$ cat src/rtl/timer_pkg.sv
// rtl/timer_pkg.sv - shared constants and width helper for the 1 us timer
package timer_pkg;

    localparam int DEFAULT_CLK_MHZ = 25;

    // Counter width for a modulo-x counter, never narrower than one bit.
    function automatic int cnt_width(input int x);
        return (x > 1) ? $clog2(x) : 1;
    endfunction

endpackage

$ cat src/rtl/us_prescaler.sv
// rtl/us_prescaler.sv - divides the system clock down to a 1 us strobe
//
// Ports:
//   clk     - system clock, rising edge
//   reset   - asynchronous active-low reset
//   en      - count enable; the prescaler holds while low
//   us_tick - combinational one-cycle strobe on the last enabled cycle of each microsecond
//
// Optional macro TIMER_1US_ASSERT_EN compiles in a range check on the prescaler.
module us_prescaler
    import timer_pkg::*;
#(
    parameter int CLK_MHZ = DEFAULT_CLK_MHZ
) (
    input  logic clk,
    input  logic reset,
    input  logic en,
    output logic us_tick
);

    localparam int              PW      = cnt_width(CLK_MHZ);
    localparam logic [PW-1:0]   PRE_MAX = PW'(CLK_MHZ - 1);

    logic [PW-1:0] pre;
    logic          pre_wrap;

    assign pre_wrap = (pre == PRE_MAX);

    always_ff @(posedge clk or negedge reset) begin
        if (!reset) begin
            pre <= '0;
        end else if (en) begin
            pre <= pre_wrap ? '0 : pre + 1'b1;
        end
    end

    // Qualified by en so a paused timer never advances the microsecond counter.
    assign us_tick = en & pre_wrap;

`ifdef TIMER_1US_ASSERT_EN
    a_pre_range: assert property (@(posedge clk) disable iff (!reset)
        int'(pre) < CLK_MHZ);
`endif

endmodule

$ cat src/rtl/timer_1us.sv
// rtl/timer_1us.sv - periodic one-cycle tick every PERIOD microseconds
//
// Parameters:
//   PERIOD  - tick period in microseconds (1 .. 2^24-1)
//   CLK_MHZ - clock cycles per microsecond (>= 1)
// Ports:
//   clk_25MHz - system clock, rising edge
//   reset     - asynchronous active-low reset
//   en        - count enable; a low en pauses both counters without restarting them
//   q         - registered tick, high for one cycle per period (continuously when
//               PERIOD*CLK_MHZ == 1 and enabled)
//
// Optional macro TIMER_1US_ASSERT_EN compiles in counter-range and pulse-shape assertions.
module timer_1us
    import timer_pkg::*;
#(
    parameter int PERIOD  = 1000,
    parameter int CLK_MHZ = DEFAULT_CLK_MHZ
) (
    input  logic clk_25MHz,
    input  logic reset,
    input  logic en,
    output logic q
);

    localparam int            UW     = cnt_width(PERIOD);
    localparam logic [UW-1:0] US_MAX = UW'(PERIOD - 1);

    logic          us_tick;
    logic [UW-1:0] us;
    logic          us_wrap;

    us_prescaler #(
        .CLK_MHZ (CLK_MHZ)
    ) u_prescaler (
        .clk     (clk_25MHz),
        .reset   (reset),
        .en      (en),
        .us_tick (us_tick)
    );

    assign us_wrap = (us == US_MAX);

    always_ff @(posedge clk_25MHz or negedge reset) begin
        if (!reset) begin
            us <= '0;
            q  <= 1'b0;
        end else begin
            if (us_tick) begin
                us <= us_wrap ? '0 : us + 1'b1;
            end
            // us_tick already carries en, so disabled edges clear q here too.
            q <= us_tick & us_wrap;
        end
    end

`ifdef TIMER_1US_ASSERT_EN
    a_us_range: assert property (@(posedge clk_25MHz) disable iff (!reset)
        int'(us) < PERIOD);

    a_q_after_en: assert property (@(posedge clk_25MHz) disable iff (!reset)
        $rose(q) |-> $past(en));

    if (PERIOD * CLK_MHZ > 1) begin : g_single_cycle
        a_q_one_cycle: assert property (@(posedge clk_25MHz) disable iff (!reset)
            q |=> !q);
    end
`endif

endmodule

$ cat config.mk
export PLATFORM = sky130hd
export DESIGN_NAME = timer_1us
export DESIGN_NICKNAME = d
export VERILOG_FILES = /design/src/rtl/timer_pkg.sv /design/src/rtl/us_prescaler.sv /design/src/rtl/timer_1us.sv
export SDC_FILE = /design/constraint.sdc
export NUM_CORES = 1
export LEC_CHECK = 0
export ABC_AREA = 1
export BUFFER_PORTS_ARGS = -buffer_cell sky130_fd_sc_hd__buf_2
export CAP_MARGIN = 10
export CORE_AREA = 5 5 45 47
export DETAILED_ROUTE_END_ITERATION = 8
export DIE_AREA = 0 0 50 52
export PLACE_DENSITY = 0.8
export SLEW_MARGIN = 20
export SYNTH_ARGS = -nofsm -noshare
export SYNTH_HDL_FRONTEND = slang
export SYNTH_SLANG_ARGS = --single-unit
$ cat constraint.sdc
create_clock -name clk_25MHz -period 3.4 [get_ports clk_25MHz]
set_input_delay 0.34 -clock clk_25MHz [delete_from_list [all_inputs] [get_ports clk_25MHz]]
set_output_delay 0.34 -clock clk_25MHz [all_outputs]
set_load 0.01 [all_outputs]
Word-level counts from Yosys, hierarchy flattened
Cells that the tools add are included.

word-level totals
  input bits = 3
  register bits = 16
  output and inout port bits = 1

operators by class
  muxes and demuxes = 2
  bitwise logic cells = 2
  equality and inequality tests = 2
  add/sub/neg operators = 2

operators by type and width
  cell                   count
  $add 10x1->10 const B  1
  $eq 10x10->1 const B   1
  $mux 10                1
  $add 5x1->5 const B    1
  $eq 5x5->1 const B     1
  $mux 5                 1
  $and 1x1->1            2

Longest topological paths before layout
  word-level depth = 3
  mapped depth = 9
  mapped depth without buffers = 8

Modules after synthesis
Synthesis repeated with hierarchy kept, for this count alone.

unflattened totals
  cells, all modules = 122
  area, all modules = 912.1 um^2

modules (own cells, without submodules)
  module        cells an instance  seq. area each (um^2)  times used  area each (um^2)
  timer_1us     88                 275.3                  1           643.1
  us_prescaler  34                 125.1                  1           269.0

Worst setup path after synthesis
Ideal clock, no wire load.

  path type = reg2reg
  from = reg u_prescaler.pre[0]
  to = reg us[9]
  clock period less this slack = 1229 ps
  arrival time = 1116 ps
  stages on the path, launching flop included = 9
  required time = 3287 ps
  slack = 2171 ps
  path through = dfrtp_1 > inv_1 > ha_1 > nand3_1 > nor2_2 > buf_6 > nand4_4 > nand2_1 > nor2_2

on the way
  word-level cells in the longest chain between the ends = 2

ends and longest elaborated chain
  element                 RTL line            source
  from (decl)             us_prescaler.sv:24  logic [PW-1:0] pre;
  from (signal assigned)  us_prescaler.sv:33  pre <= pre_wrap ? '0 : pre + 1'b1;
  $eq 5x5->1              us_prescaler.sv:27  assign pre_wrap = (pre == PRE_MAX);
  $and 1x1->1             us_prescaler.sv:38  assign us_tick = en & pre_wrap;
  to (signal assigned)    timer_1us.sv:50     us <= us_wrap ? '0 : us + 1'b1;
  to (decl)               timer_1us.sv:30     logic [UW-1:0] us;

Every way passes these cells.
A chain may end at the register's enable or synchronous reset.

Worst setup path in the final report
  from = reg u_prescaler.pre[1]
  to = reg u_prescaler.pre[3]

on the way
  word-level cells in the longest chain between the ends = 2
  elaborated cells between the ends (all ways) = 3
  classes of those cells = add/sub: 1; eq/ne: 1; mux: 1

ends and longest elaborated chain
  element                                           RTL line
  $add 5x1->5 / $eq 5x5->1 (equally long branches)  us_prescaler.sv:33, us_prescaler.sv:27
  $mux 5 (*)                                        us_prescaler.sv:33

Mark *: on every way between the ends. The rest lies on a longest branch, timed or not.

==> impl_metrics.csv <==
group,metric,value,unit
drt,drc,0,
global_route,grt_pass1_wl,2898,um
sta,rsz0062_at_grt,"false",
place,place_ws,1.592,ns
place,number_of_buffers_inserted_by_port_buffering,3,
layout,final_net_count,128,
floorplan,core-area,1614,um^2
global_route,first_global_vias,651,
clock_network,cts.sinks,16,
sta,finalCriticalPeriod,1.848,ns
floorplan,start_util,55.35,%
clock_network,htree_levels,1,
clock_network,post_cts_buffers,0,
synthesis,combinational_family_with_the_most_area_after_synthesis,"simple AND/OR/NAND/NOR gates",
synthesis,syn_area,893.4,um^2
place,detailed_place.area,910.9,um^2
synthesis,synth.distinct_cells,18,
layout,antenna_cells_inserted,0,
floorplan,die_height,52,um
layout,area.growth.synth_to_final,5.602,%
drt,avgRoutedWirePerCell,12.44,um
critical_path,cp-end-kind,"flop",
synthesis,ys_top_cells_by_area,"dfrtp_1, nand2_1, nand3_1",
synthesis,synth-simple-area-share,35.71,%
clock_network,clock_tree_from_tritoncts,"yes",
global_route,grt_start_max_net_pins,21,
power_and_ir_drop,powerDensity,560.6,nW/um^2
critical_path,arrival,2.00,ns
global_route,grt_use_total,14.33,%
sta,worst_pin_slew,0.7767,ns
sta,timing_hold_violations_final,0,
layout,final_cell_mix,"nand2_1, dfrtp_1, inv_1",
synthesis,synth_enable_flop_cells,0,
drt,avgViaCountPerCell,5.547,
synthesis,synth-seq-cells,16,
global_route,grt_antenna_before_repair,0,
synthesis,synth_warnings,0,
synthesis,total_nets_after_synthesis,121,
synthesis,synth_flop_cell,"dfrtp_1",
synthesis,synth_compound_gate_area_share,6.723,%
floorplan,die_area,2600,um^2
clock_network,insertion_delay,0.27,ns
layout,final_layout_size_suffix_gt1_share,10.00,%
critical_path,worst_setup_path_start_kind,"flop",
drt,drtIter0Drc,36,
power_and_ir_drop,cellLeakagePower,0.4694,nW
synthesis,ys_async_sr_fraction,100.0,%
power_and_ir_drop,irDropWorstVdd,0.0003935,V
sta,final_min_period_over_clock_period,54.35,%
drt,route.antenna.remaining_nets,0,
synthesis,synth_area_per_cell,7.768,um^2
layout,postLayoutCellArea,943.4,um^2
layout,multiInputGateArea,425.4,um^2
place,dp.final_hpwl,1239,um
sta,slew_viols_final,0,
synthesis,post_synth_xor_area_fraction,0.9804,%
floorplan,die_width,50,um
global_route,globalRoute.totalOverflow,0,
critical_path,data_required_time_of_the_critical_path,3.56,ns
clock_network,cts-buffers-inserted,3,
sta,relSlewSlack,48.16,%
synthesis,fraction_of_synthesized_area_in_multiplexers,0,%
clock_network,clk_pin_slew_worst_paths,0.09,ns
synthesis,yosys.area.top_type_share,44.82,%
synthesis,syn-instance-count,115,
synthesis,synth_fa_ha_area_share,4.202,%
layout,final-seq-area,400.4,um^2
synthesis,synth_area_leader_cell,"dfrtp_1",
floorplan,floorplan.io_pins,4,
synthesis,synth-seq-area-share,44.82,%
sta,clock.fmax,541.2,MHz
min_path,min-delay-path-class,"in -> reg",
floorplan,number_of_placement_rows,15,
critical_path,path_class,"reg -> reg",
clock_network,cts.path.max_buffers,2,
sta,setup-tns-final,0,ns
drt,via_count,760,
layout,leading_cell_type_in_the_layout_fill_and_taps_excluded,"nand2_1",
critical_path,worst-path-max-fanout,20,
sta,setup_violations,0,
clock_network,root_buffer,"clkbuf_4",
layout,fill_cells,148,
job,number_of_max_cap_violations,0,
sta,finClkSkew,0.005118,ns
status,run_status,"finished clean",
drt,finalWirelength,1704,um
sta,timing.final.ws_setup,1.552,ns
power_and_ir_drop,report.power.total,0.5289,mW
drt,detailedRoute.firstPassIterationCount,4,
place,routabilityCongestion,0.8572,
## layer usage
metal | track usage [%] | wire length (um) | vias up | share of wire [%]
li1 | - | - | 381 | -
met1 | 20.22 | 815 | 352 | 48
met2 | 22.18 | 776 | 25 | 46
met3 | 2.865 | 95 | 2 | 5.6
met4 | 3.930 | 17 | 0 | 1.0
met5 | 0 | 0 | - | 0
## worst max-delay path: stages (launching register included)
cell	delay, ns
dfrtp_1	0.39
inv_1	0.10
ha_1	0.15
nand3_1	0.08
nor2_2	0.60
inv_1	0.21
o21ai_0	0.14
a21oi_1	0.06
## stage by stage
stage / util, % / std cells / hold WS [ns]
3_3_place_gp: 56.43 / 133 / 0.2695
3_5_place_dp: 56.43 / 133 / 0.2722
5_1_grt: 58.45 / 137 / 0.3634
4_1_cts: 58.45 / 137 / 0.3190
6_report: 58.45 / 137 / 0.3300
2_1_floorplan: - / 115 / 0.04441
## worst paths after layout
check                                               start                             end  slack [ns]  cells after the start
max                        u_prescaler.pre[1]$_DFFE_PN0P_  u_prescaler.pre[3]$_DFFE_PN0P_        1.55                      7
min                                                    en  u_prescaler.pre[1]$_DFFE_PN0P_        0.33                      2
max reg2reg                u_prescaler.pre[1]$_DFFE_PN0P_  u_prescaler.pre[3]$_DFFE_PN0P_        1.55                      7
min reg2reg                u_prescaler.pre[3]$_DFFE_PN0P_  u_prescaler.pre[3]$_DFFE_PN0P_        0.51                      1
max in group asynchronous                           reset               us[7]$_DFFE_PN0P_        2.64                      2
min in group asynchronous                           reset               us[0]$_DFFE_PN0P_        0.50                      2
## synth_stat cells (2+ instances only)
| library cell | instances |
|---|---|
| dfrtp_1 | 16 |
| nor3_1 | 2 |
| o21ai_0 | 6 |
| nor2_1 | 11 |
| a21oi_1 | 6 |
| nor2_2 | 4 |
| inv_1 | 13 |
| nand2_1 | 33 |
| nand3_1 | 12 |
| ha_1 | 3 |
| nand4_1 | 2 |
## sequential cells by signal (all words and copies together), names as in the netlist
name             flops
q                    1
u_prescaler.pre      5
us                  10
## what timing repair did
action | CTS | global route
setup endpoints to repair | 0 | 0
gates resized for setup | 0 | 0
endpoints found under the hold margin | 16 | 0
hold buffers | 1 | 0
## final cells by class
class                      count  area share, %
multi-input combinational     84          45.09
tap                           17          2.255
sequential                    16          42.44
clock buffer                   3          2.387
timing repair buffer           4          2.653
inverter                      13          5.172
## logic make-up after synthesis
group / after synthesis
and+or+nand+nor: 68
adders and majority gates: 3
AOI/OAI and AO/OA: 12
buffers and inverters: 15
DFF: 16
xor gates and xnor gates: 1
## power breakdown
group	internal, mW	switching [mW]	total, mW
logic	0.0516	0.0866	0.138
registers	0.242	0.0511	0.293
clock network	0.0409	0.0569	0.0978
total	0.334	0.195	0.529
No activity file was read; power rests on OpenSTA's default activity.
